**config.mk**
```make
export PLATFORM = sky130hd
export DESIGN_NAME = fnn_layer_sequencer
export DESIGN_NICKNAME = d
export VERILOG_FILES = /design/src/rtl/fnn_layer_sequencer.sv
export SDC_FILE = /design/constraint.sdc
export NUM_CORES = 1
export LEC_CHECK = 0
export CORE_AREA = 2 2 199 201
export DETAILED_ROUTE_END_ITERATION = 8
export DIE_AREA = 0 0 201 203
export PLACE_DENSITY = 0.72
export SLEW_MARGIN = 40
export SYNTH_ARGS = -nofsm -noshare
export SYNTH_HDL_FRONTEND = slang
export SYNTH_SLANG_ARGS = --single-unit
```
**constraint.sdc**
```tcl
create_clock -name clk -period 2.05 [get_ports clk]
set_input_delay 0.205 -clock clk [delete_from_list [all_inputs] [get_ports clk]]
set_output_delay 0.205 -clock clk [all_outputs]
set_load 0.02 [all_outputs]
```
**src/rtl/fnn_layer_sequencer.sv**
```systemverilog
`default_nettype none
// +----------------------------------------------------------------------------+
// | fnn_layer_sequencer: streams one activation vector onto a shared neuron    |
// | bus and assembles the neuron outputs for the next layer. Optional WAIT     |
// | watchdog enabled by defining FNN_SEQ_TIMEOUT_EN.                           |
// | Revision: 1.0                                                              |
// +----------------------------------------------------------------------------+
module fnn_layer_sequencer #(
  parameter int numInputs     = 10,
  parameter int numNeurons    = 10,
  parameter int dataWidth     = 16,
  parameter int timeoutCycles = 64
) (
  input  logic                             clk,
  input  logic                             rst,
  input  logic [numInputs*dataWidth-1:0]   in_data,
  input  logic                             in_valid,
  output logic                             in_ready,
  output logic [dataWidth-1:0]             nrn_input,
  output logic                             nrn_inputValid,
  input  logic [numNeurons*dataWidth-1:0]  nrn_out,
  input  logic [numNeurons-1:0]            nrn_outvalid,
  output logic [numNeurons*dataWidth-1:0]  out_data,
  output logic                             out_valid,
  input  logic                             out_ready,
  output logic                             busy,
  output logic                             err
);

  localparam int IDX_W = $clog2(numInputs + 1);
  localparam logic [IDX_W-1:0] IDX_LAST = IDX_W'(numInputs);

  typedef enum logic [1:0] {
    IDLE   = 2'd0,
    STREAM = 2'd1,
    WAIT   = 2'd2,
    OUTPUT = 2'd3
  } state_t;

  state_t                          state;
  logic [numInputs*dataWidth-1:0]  in_buf;
  logic [IDX_W-1:0]                idx;
  logic [numNeurons-1:0]           done;
  logic [numNeurons-1:0]           done_next;
  logic                            all_done;
  logic                            timeout;

  if (timeoutCycles < 1) begin : g_timeout_range
    $error("timeoutCycles must be at least 1");
  end

  assign done_next = done | nrn_outvalid;
  assign all_done  = &done_next;

`ifdef FNN_SEQ_TIMEOUT_EN
  localparam int WD_W = $clog2(timeoutCycles + 1);
  localparam logic [WD_W-1:0] WD_LIMIT = WD_W'(timeoutCycles);

  logic [WD_W-1:0] wd_cnt;
  logic [WD_W-1:0] wd_next;

  assign wd_next = (wd_cnt == WD_LIMIT) ? wd_cnt : wd_cnt + 1'b1;
  assign timeout = (wd_next == WD_LIMIT);
`else
  assign timeout = 1'b0;
  assign err     = 1'b0;
`endif

  always_ff @(posedge clk or negedge rst) begin
    if (!rst) begin
      state          <= IDLE;
      in_buf         <= '0;
      idx            <= '0;
      done           <= '0;
      in_ready       <= 1'b1;
      nrn_input      <= '0;
      nrn_inputValid <= 1'b0;
      out_data       <= '0;
      out_valid      <= 1'b0;
      busy           <= 1'b0;
`ifdef FNN_SEQ_TIMEOUT_EN
      wd_cnt         <= '0;
      err            <= 1'b0;
`endif
    end else begin
      case (state)
        IDLE: begin
          if (in_valid) begin
            // Element 0 goes out directly; the rest are shifted down one per cycle.
            nrn_input      <= in_data[dataWidth-1:0];
            nrn_inputValid <= 1'b1;
            in_buf         <= in_data >> dataWidth;
            idx            <= IDX_W'(1);
            out_data       <= '0;
            in_ready       <= 1'b0;
            busy           <= 1'b1;
            state          <= STREAM;
          end
        end
        STREAM: begin
          if (idx == IDX_LAST) begin
            nrn_inputValid <= 1'b0;
            state          <= WAIT;
`ifdef FNN_SEQ_TIMEOUT_EN
            wd_cnt         <= '0;
`endif
          end else begin
            nrn_input <= in_buf[dataWidth-1:0];
            in_buf    <= in_buf >> dataWidth;
            idx       <= idx + 1'b1;
          end
        end
        WAIT: begin
          for (int i = 0; i < numNeurons; i++) begin
            if (nrn_outvalid[i]) begin
              out_data[i*dataWidth +: dataWidth] <= nrn_out[i*dataWidth +: dataWidth];
            end
          end
          done <= done_next;
`ifdef FNN_SEQ_TIMEOUT_EN
          wd_cnt <= wd_next;
          if (timeout && !all_done) begin
            err <= 1'b1;
          end
`endif
          // Slices never reported stay zero because out_data is cleared on capture.
          if (all_done || timeout) begin
            out_valid <= 1'b1;
            state     <= OUTPUT;
          end
        end
        OUTPUT: begin
          if (out_ready) begin
            out_valid <= 1'b0;
            done      <= '0;
            in_ready  <= 1'b1;
            busy      <= 1'b0;
            state     <= IDLE;
          end
        end
        default: state <= IDLE;
      endcase
    end
  end

endmodule
`default_nettype wire

```
==> impl_results.md <==
* Clock root cell: clkbuf_16
* Remaining DRCs at 0
* Starting Density at 0.385
* Crit end category: flip-flop
* Skew final at 25.0 ps
* Ys async rst share at 1.00
* Clock latency at the later pin of the worst-skew pair at 560 ps
* Post-detail-place hpwl at 36.5 mm
* Area Overhead vs Synth at 49.6%
* Rows at 72
* Synth cell types at 36
* CP endpoint: in_buf[96]
* Die H at 203 microns
* Num ports at 515
* Worst setup path class: reg2reg
* 1st-pass router iterations at 7
* Worst EP arrival at 2380 ps
* Syn Inst Count at 1,486
* Num CTS Buffers at 40
* Worst hold-check path type: in2async
* Worst-Margin Slew at 782 ps
* EDFF count, synth at 0
* Final setup vio count at 0
* Gp weighted congestion at 0.849
* Leakage at 9.87 nW
* I/O Buffers at 513
* Slew Limit Fails at 0
* Final Hold Viols at 0
* GRT Resource Usage Total at 0.246
* First-pass GRT wire length at 78.6 mm
* Vias in the first global route at 13,300
* CTS clock-pin slew for the worst setup and hold paths at 60 ps
* Max Cap Viol at 0
* Mapped cell area at 14,800 sq um
* CTS Sinks at 340
* Crit Path Max Fanout at 36
* Post-layout minimum cycle time at 1930 ps
* Minimum setup slack among reg-to-reg paths at 120 ps
* Multi-input gate area at 5800 sq um
* Worst Setup SP: state[1]
* Initial antenna violation count at 6
* Startpoint types: flip-flop
* Post-Route WL at 51.2 mm
* Post-synth net total at 1,827
* Register area at 8510 sq um
* Synth warnings at 0
* WP data required at 2500 ps
* Placed inst area at 20,800 sq um
* Setup tns final at 0 ps
* Vias at 13,200
* F_max at 518 MHz
* RSZ-0062 raised after global routing: false
* Post-synth top area share at 0.573
* CTS Buffer Depth at 3
* Core box area at 38,500 sq um
* Pin count of the biggest net entering global routing at 99
* FF-to-FF Start: state[1]
* Part of the cycle the worst path needs at 0.942
* Worst rel slew slack at 0.479
* Postcts setup bufs at 0
* Status: finished, final reports clean
* TritonCTS clock tree: built
* Layout cells sized above 1 at 0.0692
* Area leader, netlist: dfrtp_1
* Max IR drop VDD at 1.01 mV
* Hold_ws at 197 ps
* Die width at 201 microns
* Seq cells post-synth at 340
* H-tree lvl count at 2
* Nets@finish at 2,321
* Routed length per placed instance at 20.2 microns
* Grt ovf at 0
* Most used flip-flop cell after synthesis: dfrtp_1
* Pwr dens at 1610 nW/um^2
* Design area at 22,100 sq um
* FILL cells at 3,309
* DRT iter0 DRCs at 898
* Sequential fraction of the synthesis area at 0.575
* Via density at 5.22
* Dominant cells by area after synthesis: dfrtp_1, mux2i_1, o21ai_0, nand2_1, nand3_1
* Final ANT Viol Nets at 0
* Worst r2r dst: in_buf[96]
* Syn avg cell area at 9.96 sq um
* Die area at 40,800 sq um
* Total power at 35.5 mW
* R2R depth at 8
## worst min path at each step
| stage | cells past startpoint | slack (ps) | to |
|---|---|---|---|
| 2_1_floorplan | 0 | -90 | busy |
| 3_3_place_gp | 1 | 180 | in_buf[117] |
| 3_5_place_dp | 1 | 180 | in_buf[117] |
| 4_1_cts | 2 | 180 | done[2] |
| 5_1_grt | 2 | 210 | in_buf[66] |
| 6_report | 2 | 200 | in_buf[80] |
## critical path, stage by stage (launching register included)
cell and delay, ps:
dfrtp_1 380, inv_1 130, ha_1 220, buf_4 180
nor2b_4 180, buf_4 270, clkbuf_16 280, o21ai_0 90
o21ai_0 110
## area by class of cell
cell class | instances | share of cell area
Timing Repair Buffer | 568 | 0.267
Multi-Input combinational cell | 1024 | 0.262
Sequential cell | 340 | 0.384
Clock inverter | 17 | 0.00605
Inverter | 6 | 0.00102
Clock buffer | 54 | 0.0498
Tap cell | 518 | 0.0293
Antenna cell | 1 | 0.000113
## where the power goes
group | internal [mW] | switching [mW]
Sequential | 9.76 | 1.68
Combinational | 7.24 | 10.1
Clock | 3.91 | 2.86
Total | 20.9 | 14.6
## cells in the mapped netlist (7+ instances only)
master,number
o21ai_0,278
buf_1,10
a22o_1,16
dfrtp_1,339
o21a_1,10
clkbuf_2,9
o21ai_2,10
o21ai_1,13
a21oi_1,18
nand3_1,161
o2bb2ai_1,11
mux2i_1,146
nand2_1,325
ha_1,7
clkbuf_1,49
buf_2,42
## per-stage QoR
step	setup slack, ps	util	std cells
after floorplan	181	-	1486
after global placement	107	0.541	2453
after detailed placement	46.4	0.541	2453
after CTS	52.5	0.574	2525
after global routing	5.07	0.575	2527
final	119	0.576	2528
## cells in the final DEF, fill, tap and decap left out, types with 13 or more instances in the layout
cell             netlist  routed
nand2_1              325     325
clkbuf_16              0      42
clkdlybuf4s50_1        0     511
nand3_1              161     161
dfrtp_1              339     339
buf_12                 0      23
mux2i_1              146     146
a22o_1                16      16
buf_4                  6      26
o21ai_1               13      13
o21ai_0              278     278
a21oi_1               18      18
## registers in the layout (all words and copies together) (netlist names)
signal / cells
in_ready: 1
state: 2
idx: 4
out_data: 160
done: 10
busy: 1
nrn_input: 16
in_buf: 144
nrn_inputValid: 1
out_valid: 1
## routing by layer
| layer | vias up | part of all wire | GRT usage |
|---|---|---|---|
| li1 | 6136 | - | - |
| met1 | 6433 | 0.40 | 0.297 |
| met2 | 500 | 0.49 | 0.416 |
| met3 | 114 | 0.080 | 0.0740 |
| met4 | 12 | 0.036 | 0.0931 |
| met5 | - | 0.0017 | 0 |
## logic make-up (layout without fill, tap and decap cells)
group	after synthesis	after routing	synth area share
mux	149	149	0.101
buf+inv	122	645	0.0368
simple gates	499	499	0.143
compound gates	368	368	0.138
flops	340	340	0.575
fa+ha+maj	7	7	0.00592
other cells	1	2	0.000253
## what timing repair did
| item | CTS | global route |
|---|---|---|
| endpoints found under the setup margin | 1 | 132 |
| resized for setup | 1 | 4 |
| pin swaps | 0 | 0 |
| cloned | 0 | 2 |
| hold endpoints to repair | 46 | 0 |
| hold buffers | 1 | 0 |
Note: power is estimated with default switching activity, not from simulation.
